===== src/rtl/exu_wb_ctrl.sv =====
// exu_wb_ctrl: execute / memory / write-back sequencer behind the IDU.
// Accepts one decoded instruction at a time, runs the optional memory
// request/response exchange and produces a single-cycle GPR write-back.
// Optional feature: define EXU_WB_TIMEOUT_EN to abort a load whose
// response does not arrive within TIMEOUT_CYC cycles (err pulse, no write).
module exu_wb_ctrl #(
    parameter int unsigned ISA_WIDTH   = 32,
    parameter int unsigned TIMEOUT_CYC = 255
) (
    input  logic                 clk,
    input  logic                 rst,
    input  logic                 in_valid,
    output logic                 in_ready,
    input  logic                 is_load,
    input  logic                 is_store,
    input  logic                 is_ebreak,
    input  logic [1:0]           ld_kind,
    input  logic [4:0]           rd,
    input  logic                 wr_req,
    input  logic [ISA_WIDTH-1:0] alu_result,
    input  logic [ISA_WIDTH-1:0] st_data,
    input  logic [3:0]           st_mask,
    output logic                 mem_req_valid,
    output logic                 mem_req_wen,
    output logic [ISA_WIDTH-1:0] mem_req_addr,
    output logic [ISA_WIDTH-1:0] mem_req_wdata,
    output logic [3:0]           mem_req_wmask,
    input  logic                 mem_req_ready,
    input  logic                 mem_resp_valid,
    input  logic [ISA_WIDTH-1:0] mem_resp_data,
    output logic                 gpr_we,
    output logic [4:0]           gpr_waddr,
    output logic [ISA_WIDTH-1:0] gpr_wdata,
    output logic                 done,
    output logic                 halted,
    output logic                 err
);

    typedef enum logic [2:0] {
        IDLE,
        MEM_REQ,
        MEM_WAIT,
        WB,
        HALT
    } state_t;

    state_t state;

    // Instruction latches captured on accept
    logic                 is_load_q;
    logic                 is_store_q;
    logic [1:0]           ld_kind_q;
    logic [4:0]           rd_q;
    logic                 wr_req_q;
    logic [ISA_WIDTH-1:0] alu_q;
    logic [ISA_WIDTH-1:0] st_data_q;
    logic [3:0]           st_mask_q;

`ifdef EXU_WB_TIMEOUT_EN
    localparam logic [7:0] TCNT_LAST = 8'(TIMEOUT_CYC - 1);
    logic [7:0] tcnt;
`endif

    // Load result formatting: lw sign-extends the low word, lbu zero-extends
    // the low byte, reserved kinds write zero.
    function automatic logic [ISA_WIDTH-1:0] fmt_load(input logic [1:0]           kind,
                                                      input logic [ISA_WIDTH-1:0] data);
        logic [31:0] word;
        word = data[31:0];
        case (kind)
            2'd0:    fmt_load = ISA_WIDTH'($signed(word));
            2'd1:    fmt_load = ISA_WIDTH'(word[7:0]);
            default: fmt_load = '0;
        endcase
    endfunction

    // GPR write enable: requested, not a store, and never to x0
    function automatic logic wb_enable(input logic       wr,
                                       input logic       st,
                                       input logic [4:0] dst);
        wb_enable = wr && !st && (dst != 5'd0);
    endfunction

    // Memory request fields come straight from the accept-time latches
    assign mem_req_addr  = alu_q;
    assign mem_req_wdata = st_data_q;
    assign mem_req_wmask = st_mask_q;

    // Sequencer: state, latches and all registered control outputs
    always_ff @(posedge clk) begin
        if (rst) begin
            state         <= IDLE;
            is_load_q     <= 1'b0;
            is_store_q    <= 1'b0;
            ld_kind_q     <= '0;
            rd_q          <= '0;
            wr_req_q      <= 1'b0;
            alu_q         <= '0;
            st_data_q     <= '0;
            st_mask_q     <= '0;
            in_ready      <= 1'b1;
            mem_req_valid <= 1'b0;
            mem_req_wen   <= 1'b0;
            gpr_we        <= 1'b0;
            gpr_waddr     <= '0;
            gpr_wdata     <= '0;
            done          <= 1'b0;
            halted        <= 1'b0;
            err           <= 1'b0;
`ifdef EXU_WB_TIMEOUT_EN
            tcnt          <= '0;
`endif
        end else begin
            gpr_we <= 1'b0;
            done   <= 1'b0;
            err    <= 1'b0;
            case (state)
                IDLE: begin
                    if (in_valid) begin
                        is_load_q  <= is_load;
                        is_store_q <= is_store;
                        ld_kind_q  <= ld_kind;
                        rd_q       <= rd;
                        wr_req_q   <= wr_req;
                        alu_q      <= alu_result;
                        st_data_q  <= st_data;
                        st_mask_q  <= st_mask;
                        in_ready   <= 1'b0;
                        if (is_ebreak) begin
                            state  <= HALT;
                            halted <= 1'b1;
                        end else if (is_load || is_store) begin
                            state         <= MEM_REQ;
                            mem_req_valid <= 1'b1;
                            mem_req_wen   <= is_store;
                        end else begin
                            // WB outputs are loaded from the live inputs here so
                            // the write-back appears on the cycle after accept.
                            state     <= WB;
                            gpr_we    <= wb_enable(wr_req, is_store, rd);
                            gpr_waddr <= rd;
                            gpr_wdata <= alu_result;
                            done      <= 1'b1;
                        end
                    end
                end
                MEM_REQ: begin
                    if (mem_req_ready) begin
                        mem_req_valid <= 1'b0;
                        mem_req_wen   <= 1'b0;
                        if (is_load_q && !is_store_q) begin
                            state <= MEM_WAIT;
`ifdef EXU_WB_TIMEOUT_EN
                            tcnt  <= '0;
`endif
                        end else begin
                            state     <= WB;
                            gpr_we    <= wb_enable(wr_req_q, is_store_q, rd_q);
                            gpr_waddr <= rd_q;
                            gpr_wdata <= alu_q;
                            done      <= 1'b1;
                        end
                    end
                end
                MEM_WAIT: begin
                    if (mem_resp_valid) begin
                        state     <= WB;
                        gpr_we    <= wb_enable(wr_req_q, is_store_q, rd_q);
                        gpr_waddr <= rd_q;
                        gpr_wdata <= fmt_load(ld_kind_q, mem_resp_data);
                        done      <= 1'b1;
                    end
`ifdef EXU_WB_TIMEOUT_EN
                    else if (tcnt == TCNT_LAST) begin
                        // Abort reuses the WB cycle with err instead of done
                        tcnt      <= tcnt + 8'd1;
                        state     <= WB;
                        gpr_waddr <= rd_q;
                        err       <= 1'b1;
                    end else begin
                        tcnt <= tcnt + 8'd1;
                    end
`endif
                end
                WB: begin
                    state    <= IDLE;
                    in_ready <= 1'b1;
                end
                HALT: begin
                    state <= HALT;
                end
                default: begin
                    state    <= IDLE;
                    in_ready <= 1'b1;
                end
            endcase
        end
    end

endmodule


===== config.mk =====
export PLATFORM = sky130hd
export DESIGN_NAME = exu_wb_ctrl
export DESIGN_NICKNAME = d
export VERILOG_FILES = /design/src/rtl/exu_wb_ctrl.sv
export SDC_FILE = /design/constraint.sdc
export NUM_CORES = 1
export LEC_CHECK = 0
export ABC_AREA = 1
export BUFFER_PORTS_ARGS = -buffer_cell sky130_fd_sc_hd__buf_2
export CORE_AREA = 2 2 153 155
export DETAILED_ROUTE_END_ITERATION = 8
export DIE_AREA = 0 0 155 157
export SKIP_CTS_REPAIR_TIMING = 1
export SYNTH_ARGS = -nofsm -noshare
export SYNTH_HDL_FRONTEND = slang
export SYNTH_SLANG_ARGS = --single-unit
export TNS_END_PERCENT = 50

===== constraint.sdc =====
create_clock -name clk -period 1.9 [get_ports clk]
set_input_delay 0.095 -clock clk [delete_from_list [all_inputs] [get_ports clk]]
set_output_delay 0.095 -clock clk [all_outputs]
set_load 0.02 [all_outputs]

==> qor.csv, run 1 <==
stage,metric,value,unit
timing,finalSetupViolCount,0,
routing,postRouteAntennaNets,0,
pwr,clkPwrFrac,0.246,
cts,path_clk_slew,0.06,ns
hold_path,hp-class,primary input to flip-flop,
yosys,muxShareOfSynthArea,0,
pwr,seq_power_share,0.273,
finish,final_cell_count_no_fill,1397,
worst_setup_path,regToRegSetupSlack,0.17,ns
global_routing,grt_max_degree,80,
worst_setup_path,worstReg2RegStart,state[1]$_SDFFE_PP0P_,
worst_setup_path,crit_path_start_kind,flip-flop,
finish,regArea,2482,µm²
routing,drt_iter0_markers,370,
pwr,swShare,0.4355,
yosys,synth_cell_types,25,
timing,grt_setup_unrepaired,no,
flow_run,cap_violations,0,
worst_setup_path,path_buf_inv,3,
placed_design,placed_cell_area,7056,µm²
cts,numClockSinks,124,
yosys,synthAdderAreaFrac,0,
die,ios,228,
global_routing,gr-total-overflow,0,
worst_setup_path,cp_top_family,simple AND/OR/NAND/NOR gates,
finish,layout.nets,1214,
worst_setup_path,worstPathArrival,2.03,ns
worst_setup_path,crit_type,flip-flop to flip-flop,
yosys,synth-xor-area-share,0,
yosys,synth_seq_area_share,0.4431,
finish,mostFrequentLayoutCells,"buf_2 (226), nand2_1 (194), nand3_1 (177)",
placed_design,hpwl,13410,µm
timing,max_freq,577.4,MHz
timing,finalCritPeriodShare,0.9115,
die,initial_utilization,0.2490,
global_routing,grt_pass1_vias,5745,
status,violations,negative hold slack,
routing,vias,6341,
pwr,power_per_cell_area,1701,nW/µm²
worst_setup_path,slowest_delay,0.32,ns
placed_design,place_inst,1293,
placed_design,gp_congestion,0.8172,
yosys,synthSimpleGateAreaFrac,0.3647,
cts,cts_tree,done,
worst_setup_path,cp_max_fo,22,
routing,routed_wl,20090,µm
routing,firstDrtPassIters,5,
yosys,synth_area,5603,µm²
cts,cts_buffers,17,
cts,cts-root-buf,clkbuf_16,
finish,fill_cells,2377,
finish,area_delta_synth_final,49.98,%
routing,vias_per_cell,4.539,
worst_setup_path,required,2.19,ns
timing,skew,0.008829,ns
die,row_count,55,
status,status,finished with violations,
placed_design,io_buffers,226,
pwr,p_int,8.067,mW
worst_setup_path,critPathLaunch,state[1]$_SDFFE_PP0P_,
timing,finalSetupTns,0,ns
routing,drc,0,
finish,drive_above_1_share,0.2628,
yosys,postSynthAreaPerCell,6.824,µm²
yosys,synthesis.instances,821,
pwr,p_comb_frac,0.481,
worst_setup_path,cp.depth,10,
timing,hold_ws,-0.01517,ns
yosys,synth_top_family_by_area,simple AND/OR/NAND/NOR gates,
die,coreArea,22500,µm²
finish,multi_input_area,2600,µm²
global_routing,antenna_found_initial,1,
worst_setup_path,r2r-end,gpr_wdata[12]$_SDFFE_PP0P_,
cts,htreeDepth,4,
timing,hold_violations,5,
timing,finalCriticalPeriod,1.732,ns
cts,clock_latency,0.41,ns
global_routing,grt_util_all_layers,0.1561,
worst_setup_path,rr_worst_depth,10,
yosys,ys_warn_count,0,
global_routing,grt_first_pass_wirelength,29980,µm
yosys,synth_compound_area_frac,0.09513,
timing,worstMarginPinSlew,0.9237,ns
worst_setup_path,cp-end-kind,flip-flop,
finish,final_cell_area,8403,µm²
die,die_h,157,µm
die,dieArea,24340,µm²
finish,layout_commonest_cell,buf_2,
worst_setup_path,critical_path.endpoint,gpr_wdata[12]$_SDFFE_PP0P_,
timing,drv_slew,0,
die,die_w,155,µm
yosys,ys_seq_elements,124,
routing,routedWlPerCell,14.38,µm
worst_setup_path,crit_chain,"buf_4, nor2_2, nand2_4, inv_4, nand2_2, o21ai_2, nor2_4, buf_4, nor2_1, nor2_1",
pwr,ir_drop,0.001225,V
timing,slew_headroom,0.3842,
worst_setup_path,crit_slowest_cell,dfxtp_1,
pwr,static-leakage-power,4.115,nW
cts,clk_path_buf_depth,2,
pwr,power.switching,6.223,mW
yosys,synthesis.nets,937,
## flip-flops by register name (all words and copies together) (netlist names), 2 cells and up
register / flops
mem_req_wmask: 4
state: 3
mem_req_addr: 32
rd_q: 5
ld_kind_q: 2
gpr_waddr: 5
gpr_wdata: 32
mem_req_wdata: 32
## stage by stage
stage | setup WS, ns | utilization | total power, mW | hold WS (ns)
2_1_floorplan | 0.4718 | - | 8.473 | 0.2593
3_3_place_gp | 0.2081 | 0.3135 | 10.72 | 0.3670
3_5_place_dp | 0.1688 | 0.3135 | 10.78 | 0.3743
4_1_cts | 0.1540 | 0.3416 | 14.38 | -0.07625
5_1_grt | 0.02376 | 0.3733 | 15.34 | 0.0009871
6_report | 0.1681 | 0.3734 | 14.29 | -0.01517
## power groups by stage
stage	clock (mW)	combinational, mW	sequential (mW)
after global placement	0	6.78	3.94
after detailed placement	0	6.83	3.94
after CTS	3.62	6.85	3.90
after global routing	3.73	7.61	4.01
final	3.51	6.87	3.91
after floorplan	0	3.68	4.79
## worst min path at each step
| stage | startpoint | endpoint | slack [ns] | cells past startpoint |
|---|---|---|---|---|
| after floorplan | wr_req | gpr_we$_SDFF_PP0_ | 0.26 | 2 |
| after CTS | st_data[19] | mem_req_wdata[19]$_SDFFE_PP0P_ | -0.08 | 3 |
| after global routing | alu_result[10] | mem_req_addr[10]$_SDFFE_PP0P_ | 0.001 | 3 |
| after detailed placement | st_data[15] | mem_req_wdata[15]$_SDFFE_PP0P_ | 0.37 | 3 |
| after global placement | st_data[8] | mem_req_wdata[8]$_SDFFE_PP0P_ | 0.37 | 3 |
| final | rd[3] | rd_q[3]$_SDFFE_PP0P_ | -0.02 | 3 |
## Yosys cell counts, drive strengths merged
| cell | count | share of area |
|---|---|---|
| dfxtp | 124 | 0.44 |
| nor2 | 94 | 0.065 |
| clkbuf | 25 | 0.017 |
| nand2 | 199 | 0.14 |
| a21oi | 85 | 0.078 |
| o21a | 1 | 0.0013 |
| nand3 | 177 | 0.16 |
| clkinv | 1 | 0.00067 |
| o211a | 1 | 0.0018 |
| conb | 1 | 0.00067 |
| nand4 | 2 | 0.0022 |
| inv | 59 | 0.040 |
| buf | 35 | 0.039 |
| nor3 | 2 | 0.0018 |
| o21ai | 15 | 0.014 |
## area by class of cell
cell class                 count  area share
inverter                      60     0.02740
antenna                        1   0.0002978
timing repair buffer         318      0.2499
multi-input combinational    577      0.3094
clock buffer                  20     0.05197
clock inverter                12     0.02323
tap                          285     0.04244
sequential                   124      0.2954
## tightest hold or removal path, stage by stage
cell	delay, ns
buf_2	0.08
o21ai_0	0.07
a21oi_1	0.10
## metal layers
metal  vias up  share of wire  routed length (µm)  GRT usage
li1       3213              -                   -          -
met1      2885           0.44                8824     0.1853
met2       227           0.48                9546     0.2626
met3        16          0.075                1500    0.05865
met4         0          0.011                 223    0.04718
met5         -              0                   0          0
## cell families (layout without fill, tap and decap cells)
group	after synthesis	count (layout)
AOI/OAI and AO/OA	102	102
other	1	2
DFF	124	124
and+or+nand+nor	474	474
buffers and inverters	120	410
No activity file was read; power rests on OpenSTA's default activity.
==> inputs of run 2 (changes only) <==
- CORE_AREA: 2 2 153 155 -> 2 2 116 118
- DIE_AREA: 0 0 155 157 -> 0 0 118 120
- PLACE_DENSITY: not set -> 0.73
==> run 2 against run 1 <==
  * The flow still finishes with violations (negative hold slack)
  * Count of clock-buffer cells in the layout up 5
  * Global-route usage up 9.1 points
  * Utilization rose by 26 points
  * Total power shrank 2.7%
  * Clock skew down 0.0035 ns
  * Sequential share of layout area grew 0.79 points
  * Register-to-register slack better by 0.08 ns
  * Die area is 42% lower
  * Cell count decreased by 8.1%
  * Design area decreased by 2.6%
  * Setup slack improved by 0.078 ns
  * Clock power shrank 6.3%
  * Largest cell class unchanged
  * Highest routed layer unchanged
==> qor.csv, run 2 (synthesized netlist as in run 1, its figures left out) <==
stage,metric,value,unit
status,status,finished with violations,
status,violations,negative hold slack,
pwr,static-leakage-power,4.080,nW
cts,clock_latency,0.41,ns
global_routing,grt_max_degree,80,
pwr,clkPwrFrac,0.237,
finish,antenna_cells,0,
global_routing,grt_pass1_vias,5777,
worst_setup_path,worstPathArrival,1.99,ns
worst_setup_path,required,2.24,ns
placed_design,hpwl,11590,µm
cts,path_clk_slew,0.05,ns
die,die_h,120,µm
global_routing,grt_first_pass_wirelength,28210,µm
routing,vias_per_cell,5.001,
pwr,swShare,0.4342,
die,initial_utilization,0.4317,
worst_setup_path,cp_top_family,simple AND/OR/NAND/NOR gates,
pwr,seq_power_share,0.284,
die,ios,228,
pwr,p_int,7.864,mW
finish,drive_above_1_share,0.2608,
global_routing,grt_util_all_layers,0.2467,
placed_design,gp_congestion,0.8784,
routing,routedWlPerCell,14.46,µm
pwr,power_per_cell_area,1699,nW/µm²
worst_setup_path,crit_slowest_cell,dfxtp_1,
worst_setup_path,cpMostUsedCell,nor2_1,
flow_run,cap_violations,0,
routing,firstDrtPassIters,5,
timing,hold_ws,-0.03644,ns
die,dieArea,14160,µm²
finish,mostFrequentLayoutCells,"buf_2 (226), nand2_1 (194), nand3_1 (177)",
timing,drv_slew,0,
cts,cts_buffers,17,
worst_setup_path,cp_max_fo,22,
routing,drc,0,
placed_design,io_buffers,226,
global_routing,gr-total-overflow,0,
routing,vias,6421,
timing,finalSetupTns,0,ns
cts,cts_tree,done,
routing,postRouteAntennaNets,0,
routing,drt_iter0_markers,475,
pwr,total_power,13.90,mW
finish,area_delta_synth_final,46.05,%
worst_setup_path,crit_path_start_kind,flip-flop,
timing,finalCritPeriodShare,0.8706,
die,coreArea,12980,µm²
timing,hold_violations,3,
pwr,power.switching,6.036,mW
hold_path,hp-class,primary input to flip-flop,
cts,numClockSinks,124,
pwr,p_comb_frac,0.479,
pwr,ir_drop,0.0007714,V
die,row_count,42,
cts,cts-root-buf,clkbuf_16,
finish,layout.nets,1211,
timing,finalSetupViolCount,0,
die,die_w,118,µm
worst_setup_path,crit_chain,"nor2_2, nand2_4, inv_4, buf_4, nand2_1, nand3_1, nor2_1, nor2_1",
timing,max_freq,604.6,MHz
worst_setup_path,slowest_delay,0.38,ns
worst_setup_path,crit_type,flip-flop to flip-flop,
worst_setup_path,path_buf_inv,2,
cts,clk_path_buf_depth,2,
finish,layout_commonest_cell,buf_2,
routing,routed_wl,18570,µm
cts,htreeDepth,4,
finish,fill_cells,1183,
timing,skew,0.005337,ns
timing,grt_setup_unrepaired,no,
timing,finalCriticalPeriod,1.654,ns
worst_setup_path,cp-end-kind,flip-flop,
global_routing,antenna_found_initial,0,
==> run 2: cell count changes in the layout (fill, tap and decap cells not counted), moves of 2 or more <==
cell / before / now
clkinv_4: 2 / 0
buf_12: 8 / 6
bufinv_16: 5 / 3
clkbuf_8: 0 / 4
==> run 2: routing by layer <==
metal | track usage | up-vias | share of wire
met2 | 0.3983 | 312 | 0.48
li1 | - | 3208 | -
met4 | 0.1017 | 0 | 0.020
met3 | 0.07367 | 35 | 0.092
met1 | 0.3081 | 2866 | 0.41
met5 | 0 | - | 0
==> run 2: tightest hold or removal path: cells and delay by family <==
family,cells,cell delay [ns]
buffers and inverters,1,0.10
and+or+nand+nor,1,0.07
AOI/OAI and AO/OA,1,0.06
==> run 2: per-stage QoR <==
step             util  hold slack (ns)  instance area [µm²]  instances  setup WS, ns
6_report       0.6304         -0.03644                 8183       1284        0.2459
3_3_place_gp   0.5296           0.3698                 6874       1182        0.2260
2_1_floorplan       -           0.2593                 5603        821        0.4718
4_1_cts        0.5762         -0.06365                 7480       1214        0.1460
5_1_grt        0.6304         0.002167                 8183       1284        0.1191
3_5_place_dp   0.5296           0.3725                 6874       1182        0.1612
==> run 2: power by group through the flow <==
stage          Clock (mW)  Sequential (mW)  Combinational, mW
6_report             3.29             3.94               6.67
4_1_cts              3.35             3.93               6.54
5_1_grt              3.48             4.04               7.42
3_5_place_dp            0             3.96               6.50
3_3_place_gp            0             3.95               6.44
2_1_floorplan           0             4.79               3.68
==> run 2: worst paths after layout <==
kind,start,to,slack [ns],cells past startpoint
setup / recovery,state[1]$_SDFFE_PP0P_,gpr_wdata[20]$_SDFFE_PP0P_,0.25,8
hold reg to reg,wr_req_q$_SDFFE_PP0P_,wr_req_q$_SDFFE_PP0P_,0.45,2
hold / removal,st_data[17],mem_req_wdata[17]$_SDFFE_PP0P_,-0.04,3
setup reg to reg,state[1]$_SDFFE_PP0P_,gpr_wdata[20]$_SDFFE_PP0P_,0.25,8
==> run 2: layout make-up <==
cell class	count	area, µm²	share of cell area
clock inverters	7	110.1	0.01346
clock buffers	25	495.5	0.06055
well taps	176	220.2	0.02691
inverters	60	230.2	0.02813
repair buffers	315	2049	0.2505
multi-input cells	577	2595	0.3171
flip-flops and latches	124	2482	0.3034
